<file path="src/rtl/mem_pkg.sv">
// Shared memory-protocol definitions: bus widths and requester FSM states.
package mem_pkg;

  localparam int MEM_ADDR_W = 32;
  localparam int MEM_DATA_W = 32;
  localparam int MEM_BE_W   = 4;

  typedef enum logic [2:0] {
    ST_IDLE,
    ST_RD_ISSUE,
    ST_RD_WAIT,
    ST_RMW_ISSUE,
    ST_RMW_WAIT,
    ST_WR_ISSUE,
    ST_WR_WAIT,
    ST_RESP
  } mem_req_state_t;

  // Word-aligned byte address: low two bits forced to zero.
  function automatic logic [MEM_ADDR_W-1:0] word_align(input logic [MEM_ADDR_W-1:0] a);
    return a & ~(MEM_ADDR_W'(3));
  endfunction

endpackage

</file>
<file path="src/rtl/mem_byte_merge.sv">
// Combinational per-byte-lane merge: lanes with byte enable set take the new
// data, the others keep the old data.
module mem_byte_merge
  import mem_pkg::*;
#(
  parameter int NUM_LANES = MEM_BE_W
) (
  input  logic [NUM_LANES-1:0][7:0] i_old,
  input  logic [NUM_LANES-1:0][7:0] i_new,
  input  logic [NUM_LANES-1:0]      i_be,
  output logic [NUM_LANES-1:0][7:0] o_merged
);

  for (genvar i = 0; i < NUM_LANES; i++) begin : g_lane
    assign o_merged[i] = i_be[i] ? i_new[i] : i_old[i];
  end

endmodule

</file>
<file path="src/rtl/mem_requester.sv">
// Initiator for the delayed word-memory protocol. One core load/store at a
// time; each memory request is a single-cycle pulse, completion is mem_ack.
// Partial stores run as read-modify-write.
// Optional feature macro: MEM_REQUESTER_TIMEOUT_EN (WAIT-state timeout with
// core_err response). Without it the WAIT states wait forever and core_err=0.
module mem_requester
  import mem_pkg::*;
#(
  parameter int TIMEOUT_CYCLES = 64
) (
  input  logic                  clk,
  input  logic                  rst,
  input  logic                  core_rd_req,
  input  logic                  core_wr_req,
  input  logic [MEM_ADDR_W-1:0] core_addr,
  input  logic [MEM_DATA_W-1:0] core_wr_data,
  input  logic [MEM_BE_W-1:0]   core_byte_en,
  output logic                  core_ready,
  output logic                  core_rsp_valid,
  output logic [MEM_DATA_W-1:0] core_rd_data,
  output logic                  core_err,
  output logic                  mem_rd_req,
  output logic                  mem_wr_req,
  output logic [MEM_ADDR_W-1:0] mem_addr,
  output logic [MEM_DATA_W-1:0] mem_wr_data,
  input  logic                  mem_busy,
  input  logic                  mem_ack,
  input  logic [MEM_DATA_W-1:0] mem_rd_data
);

  mem_req_state_t        r_state;
  logic                  r_mem_rd_req;
  logic                  r_mem_wr_req;
  logic                  r_rsp_valid;
  logic [MEM_ADDR_W-1:0] r_mem_addr;
  logic [MEM_DATA_W-1:0] r_mem_wr_data;
  logic [MEM_DATA_W-1:0] r_core_wdata;
  logic [MEM_BE_W-1:0]   r_be;
  logic [MEM_DATA_W-1:0] r_rd_data;
  logic [MEM_DATA_W-1:0] w_merged;
  logic                  w_ready;
  logic                  w_tmo;

  assign w_ready        = !rst && (r_state == ST_IDLE) && !mem_busy;
  assign core_ready     = w_ready;
  assign core_rsp_valid = r_rsp_valid;
  assign core_rd_data   = r_rd_data;
  assign mem_rd_req     = r_mem_rd_req;
  assign mem_wr_req     = r_mem_wr_req;
  assign mem_addr       = r_mem_addr;
  assign mem_wr_data    = r_mem_wr_data;

  // RMW: memory word is the old data, the latched store word is the new data.
  mem_byte_merge #(.NUM_LANES(MEM_BE_W)) u_merge (
    .i_old    (mem_rd_data),
    .i_new    (r_core_wdata),
    .i_be     (r_be),
    .o_merged (w_merged)
  );

`ifdef MEM_REQUESTER_TIMEOUT_EN
  localparam int TW = $clog2(TIMEOUT_CYCLES + 1);
  localparam logic [TW-1:0] TMO_LAST = TW'(TIMEOUT_CYCLES - 1);

  logic [TW-1:0] r_tmo_cnt;
  logic          r_err_pend;
  logic          r_err;
  logic          w_in_wait;

  assign w_in_wait = (r_state == ST_RD_WAIT) || (r_state == ST_RMW_WAIT) ||
                     (r_state == ST_WR_WAIT);
  // Timeout fires on the last allowed WAIT cycle unless ack arrives in it.
  assign w_tmo     = w_in_wait && !mem_ack && (r_tmo_cnt == TMO_LAST);
  assign core_err  = r_err;

  // WAIT-cycle counter, restarted at every issue; error flag rides to RESP.
  always_ff @(posedge clk or posedge rst) begin
    if (rst) begin
      r_tmo_cnt  <= '0;
      r_err_pend <= 1'b0;
      r_err      <= 1'b0;
    end else begin
      r_err <= 1'b0;
      case (r_state)
        ST_IDLE:                                r_err_pend <= 1'b0;
        ST_RD_ISSUE, ST_RMW_ISSUE, ST_WR_ISSUE: r_tmo_cnt  <= '0;
        ST_RD_WAIT, ST_RMW_WAIT, ST_WR_WAIT: begin
          if (!mem_ack) r_tmo_cnt <= r_tmo_cnt + TW'(1);
          if (w_tmo)    r_err_pend <= 1'b1;
        end
        ST_RESP:                                r_err <= r_err_pend;
        default: ;
      endcase
    end
  end
`else
  assign w_tmo    = 1'b0;
  assign core_err = 1'b0;
`endif

  // Main transaction FSM; request pulses and the response pulse are registered.
  always_ff @(posedge clk or posedge rst) begin
    if (rst) begin
      r_state       <= ST_IDLE;
      r_mem_rd_req  <= 1'b0;
      r_mem_wr_req  <= 1'b0;
      r_rsp_valid   <= 1'b0;
      r_mem_addr    <= '0;
      r_mem_wr_data <= '0;
      r_core_wdata  <= '0;
      r_be          <= '0;
      r_rd_data     <= '0;
    end else begin
      r_mem_rd_req <= 1'b0;
      r_mem_wr_req <= 1'b0;
      r_rsp_valid  <= 1'b0;
      case (r_state)
        ST_IDLE: begin
          if (w_ready && core_wr_req) begin
            // Store wins; a simultaneous load is dropped.
            r_mem_addr    <= word_align(core_addr);
            r_mem_wr_data <= core_wr_data;
            r_core_wdata  <= core_wr_data;
            r_be          <= core_byte_en;
            if (core_byte_en == '1) begin
              r_mem_wr_req <= 1'b1;
              r_state      <= ST_WR_ISSUE;
            end else if (core_byte_en == '0) begin
              r_state      <= ST_RESP;
            end else begin
              r_mem_rd_req <= 1'b1;
              r_state      <= ST_RMW_ISSUE;
            end
          end else if (w_ready && core_rd_req) begin
            r_mem_addr   <= word_align(core_addr);
            r_mem_rd_req <= 1'b1;
            r_state      <= ST_RD_ISSUE;
          end
        end
        ST_RD_ISSUE:  r_state <= ST_RD_WAIT;
        ST_RD_WAIT: begin
          if (mem_ack) begin
            r_rd_data <= mem_rd_data;
            r_state   <= ST_RESP;
          end else if (w_tmo) begin
            r_state   <= ST_RESP;
          end
        end
        ST_RMW_ISSUE: r_state <= ST_RMW_WAIT;
        ST_RMW_WAIT: begin
          if (mem_ack) begin
            r_mem_wr_data <= w_merged;
            r_mem_wr_req  <= 1'b1;
            r_state       <= ST_WR_ISSUE;
          end else if (w_tmo) begin
            r_state       <= ST_RESP;
          end
        end
        ST_WR_ISSUE:  r_state <= ST_WR_WAIT;
        ST_WR_WAIT: begin
          if (mem_ack || w_tmo) r_state <= ST_RESP;
        end
        ST_RESP: begin
          r_rsp_valid <= 1'b1;
          r_state     <= ST_IDLE;
        end
        default: r_state <= ST_IDLE;
      endcase
    end
  end

endmodule

</file>
<file path="config.mk">
export PLATFORM = sky130hd
export DESIGN_NAME = mem_requester
export DESIGN_NICKNAME = d
export VERILOG_FILES = /design/src/rtl/mem_pkg.sv /design/src/rtl/mem_byte_merge.sv /design/src/rtl/mem_requester.sv
export SDC_FILE = /design/constraint.sdc
export NUM_CORES = 1
export LEC_CHECK = 0
export CAP_MARGIN = 40
export CORE_MARGIN = 5
export CORE_UTILIZATION = 30
export CTS_CLUSTER_SIZE = 12
export DETAILED_ROUTE_END_ITERATION = 16
export PLACE_DENSITY = 0.58
export SYNTH_ARGS = -nofsm -noshare
export SYNTH_HDL_FRONTEND = slang
export SYNTH_SLANG_ARGS = --single-unit
</file>
<file path="constraint.sdc">
create_clock -name clk -period 10.8 [get_ports clk]
set_input_delay 2.16 -clock clk [delete_from_list [all_inputs] [get_ports clk]]
set_output_delay 2.16 -clock clk [all_outputs]
set_load 0.1 [all_outputs]
</file>
==> impl_metrics.prom <==
# TYPE chip_impl_metric gauge
chip_impl_metric{name="final_layout_size_suffix_gt1_share",unit="%"} 26.0
chip_impl_metric{name="synthesis.yosys.warnings",unit=""} 0
chip_impl_metric{name="fin_skew",unit="ps"} 13.0
chip_impl_metric{name="max_freq",unit="MHz"} 160
chip_impl_metric{name="synth_top_area_share",unit="%"} 56.3
chip_impl_metric{name="number_of_placed_i_o_pins",unit=""} 207
chip_impl_metric{name="worst_ep_arrival_time",unit="ps"} 4080
chip_impl_metric{name="global_route_wire_length_before_repair",unit="µm"} 31800
chip_impl_info{name="worstHoldEndpoint",value="core_rd_data[1]"} 1
chip_impl_metric{name="initial_utilization",unit="%"} 30.2
chip_impl_info{name="worst_r2r_startpoint",value="r_state[1]"} 1
chip_impl_metric{name="worst_setup_hold_path_clk_slew",unit="ps"} 60
chip_impl_metric{name="diodes",unit=""} 0
chip_impl_metric{name="syn-instance-count",unit=""} 530
chip_impl_metric{name="clkLatencyLatePin",unit="ps"} 420
chip_impl_metric{name="layout_overhead_on_the_synthesized_area",unit="%"} 80.6
chip_impl_metric{name="grt_residual_overflow",unit=""} 0
chip_impl_metric{name="routedWlPerCell",unit="µm"} 18.0
chip_impl_info{name="cp-end-kind",value="output port"} 1
chip_impl_metric{name="place.port_buffers",unit=""} 201
chip_impl_info{name="commonest_cells_after_routing_fill_and_taps_aside",value="sky130_fd_sc_hd__clkdlybuf4s50_1, sky130_fd_sc_hd__dfrtp_1, sky130_fd_sc_hd__mux2_2, sky130_fd_sc_hd__inv_1, sky130_fd_sc_hd__nand3_1"} 1
chip_impl_metric{name="cp.required",unit="ps"} 8640
chip_impl_metric{name="final_max_slew_viol_count",unit=""} 0
chip_impl_info{name="startpoint_type",value="primary input"} 1
chip_impl_metric{name="setup_viol_count_final",unit=""} 0
chip_impl_metric{name="report.final.hold_viol_count",unit=""} 0
chip_impl_metric{name="cts_buffers",unit=""} 17
chip_impl_info{name="hold_start",value="core_rd_data[1]"} 1
chip_impl_metric{name="critical_path.max_fanout",unit=""} 2
chip_impl_metric{name="grt_pass1_vias",unit=""} 5767
chip_impl_metric{name="final_wl",unit="µm"} 19800
chip_impl_metric{name="worst_r2r_path_cells",unit=""} 4
chip_impl_info{name="netlist.top_cell.by_area",value="sky130_fd_sc_hd__dfrtp_1"} 1
chip_impl_info{name="clockRootBuffer",value="sky130_fd_sc_hd__clkbuf_16"} 1
chip_impl_metric{name="drv_cap",unit=""} 0
chip_impl_metric{name="synth_sequential_area_ratio",unit="%"} 56.3
chip_impl_metric{name="dpl.hpwl",unit="µm"} 14000
chip_impl_metric{name="final_net_count",unit=""} 922
chip_impl_metric{name="drt_pass1_iterations",unit=""} 5
chip_impl_info{name="rsz0062_at_grt",value="false"} 1
chip_impl_metric{name="min_period_over_period",unit="%"} 57.8
chip_impl_metric{name="clockBufferDepth",unit=""} 2
chip_impl_metric{name="slew_headroom",unit="%"} 41.7
chip_impl_metric{name="drc_violations_left",unit=""} 0
chip_impl_metric{name="ant_nets",unit=""} 0
chip_impl_metric{name="num_rows",unit=""} 52
chip_impl_metric{name="htree_levels",unit=""} 4
chip_impl_metric{name="fp.dieH",unit="µm"} 152
chip_impl_metric{name="ys_ff_latch",unit=""} 136
chip_impl_metric{name="initialDrtViolationCount",unit=""} 266
chip_impl_info{name="crit_type",value="primary input to output port"} 1
chip_impl_info{name="layout_commonest_cell",value="sky130_fd_sc_hd__clkdlybuf4s50_1"} 1
chip_impl_metric{name="finalSetupTns",unit="ps"} 0
chip_impl_metric{name="detailroute.via_count",unit=""} 5264
chip_impl_metric{name="largest_net_degree_at_the_start_of_global_routing",unit=""} 69
chip_impl_metric{name="postSynthAreaPerCell",unit="µm²"} 11.4
chip_impl_metric{name="antenna_found_initial",unit=""} 0
chip_impl_metric{name="floorplan.die_area",unit="µm²"} 23100
chip_impl_info{name="hold_path.class",value="flop to flop"} 1
chip_impl_info{name="synth_top_flop_cell",value="sky130_fd_sc_hd__dfrtp_1"} 1
chip_impl_metric{name="clock_sinks",unit=""} 136
chip_impl_info{name="terminus_of_the_critical_flop_to_flop_path",value="r_be[3]"} 1
chip_impl_metric{name="yosys.cell_types.count",unit=""} 34
chip_impl_metric{name="cts_setup_buffers",unit=""} 0
chip_impl_metric{name="holdPathStages",unit=""} 1
chip_impl_metric{name="drt-vias-per-instance",unit=""} 4.79
chip_impl_info{name="status",value="completed"} 1
chip_impl_metric{name="post_cts_resized",unit=""} 0
chip_impl_info{name="synthTopCellsByArea",value="sky130_fd_sc_hd__dfrtp_1, sky130_fd_sc_hd__mux2_2, sky130_fd_sc_hd__nand3_1"} 1
chip_impl_metric{name="grt_usage",unit="%"} 17.2
chip_impl_metric{name="async_reset_ff_share",unit="%"} 100
chip_impl_metric{name="timing_worst_slew_pin_value",unit="ps"} 875
chip_impl_metric{name="edff_count_synth",unit=""} 0
chip_impl_metric{name="core_area",unit="µm²"} 20000
chip_impl_metric{name="gp_congestion",unit=""} 0.699
chip_impl_metric{name="final.min_clock_period",unit="ps"} 6240
chip_impl_metric{name="synthesis.area",unit="µm²"} 6050
chip_impl_info{name="clock_tree_from_tritoncts",value="done"} 1
chip_impl_metric{name="register_to_register_setup_slack",unit="ps"} 7900
chip_impl_metric{name="ctsHoldBuffers",unit=""} 0
chip_impl_metric{name="die_extent_in_x",unit="µm"} 152
## metrics by stage
step	util [%]	cells	setup slack, ps	area (µm²)	hold WS [ps]
after CTS	54.5	1098	4570	10900	509
after floorplan	-	532	4590	6060	490
after detailed placement	51.3	1067	4590	10300	495
after global placement	41.4	967	4190	8300	489
final	54.5	1098	4560	10900	502
after global routing	54.5	1098	4470	10900	525
## cell usage after synthesis (all sizes together), types with 3 or more instances
| master | count |
|---|---|
| nand2b | 31 |
| a211o | 31 |
| o21ai | 34 |
| clkbuf | 22 |
| nor2b | 3 |
| dfrtp | 136 |
| mux2 | 67 |
| buf | 22 |
| inv | 64 |
| o2111ai | 31 |
| nor3b | 3 |
| nand3 | 62 |
## area by class of cell
class / count / area (µm²)
fill: 1636 / 9110
timing repair buffer: 309 / 4050
sequential: 136 / 3400
multi-input combinational: 288 / 2250
clock buffer: 20 / 467
tap: 270 / 338
inverter: 64 / 245
clock inverter: 11 / 170
## critical path, cell delays in order
cell and delay, ps:
sky130_fd_sc_hd__clkdlybuf4s50_1 530, sky130_fd_sc_hd__nor4_4 280, sky130_fd_sc_hd__nor2b_1 250, sky130_fd_sc_hd__clkdlybuf4s50_1 650, sky130_fd_sc_hd__buf_16 200
## cells by family (layout without fill, tap and decap cells)
group,Yosys count,count (layout),share of synthesized area [%]
AND/OR/NAND/NOR,112,112,10.7
other,1,3,0.0620
flip-flops,136,136,56.3
buffers and inverters,108,404,7.38
AO/OA/AOI/OAI,103,103,12.6
XOR/XNOR,1,1,0.145
multiplexers,69,69,12.8
## sequential cells by signal, indices dropped and copies added, names as in the netlist, 3 cells and up
name and cells:
r_core_wdata 32, core_rd_data 32, r_be 4, mem_addr 30, mem_wr_data 32, r_state 3
## worst max path at each step
stage / startpoint / endpoint / slack [ps] / cells after the start
2_1_floorplan: rst / core_ready / 4590 / 3
3_3_place_gp: rst / core_ready / 4190 / 4
3_5_place_dp: rst / core_ready / 4590 / 5
4_1_cts: rst / core_ready / 4570 / 5
5_1_grt: rst / core_ready / 4470 / 5
6_report: rst / core_ready / 4560 / 5
## layer usage
layer	track usage [%]	routed length, µm	share of wire, %
met1	20.2	7780	39
met2	30.3	10600	54
met3	4.21	885	4.5
met4	6.59	520	2.6
met5	0	0	0
Power is left out: the tool's default activity adds up to more than one toggle a clock period on the data nets, which glitch-free logic cannot reach.
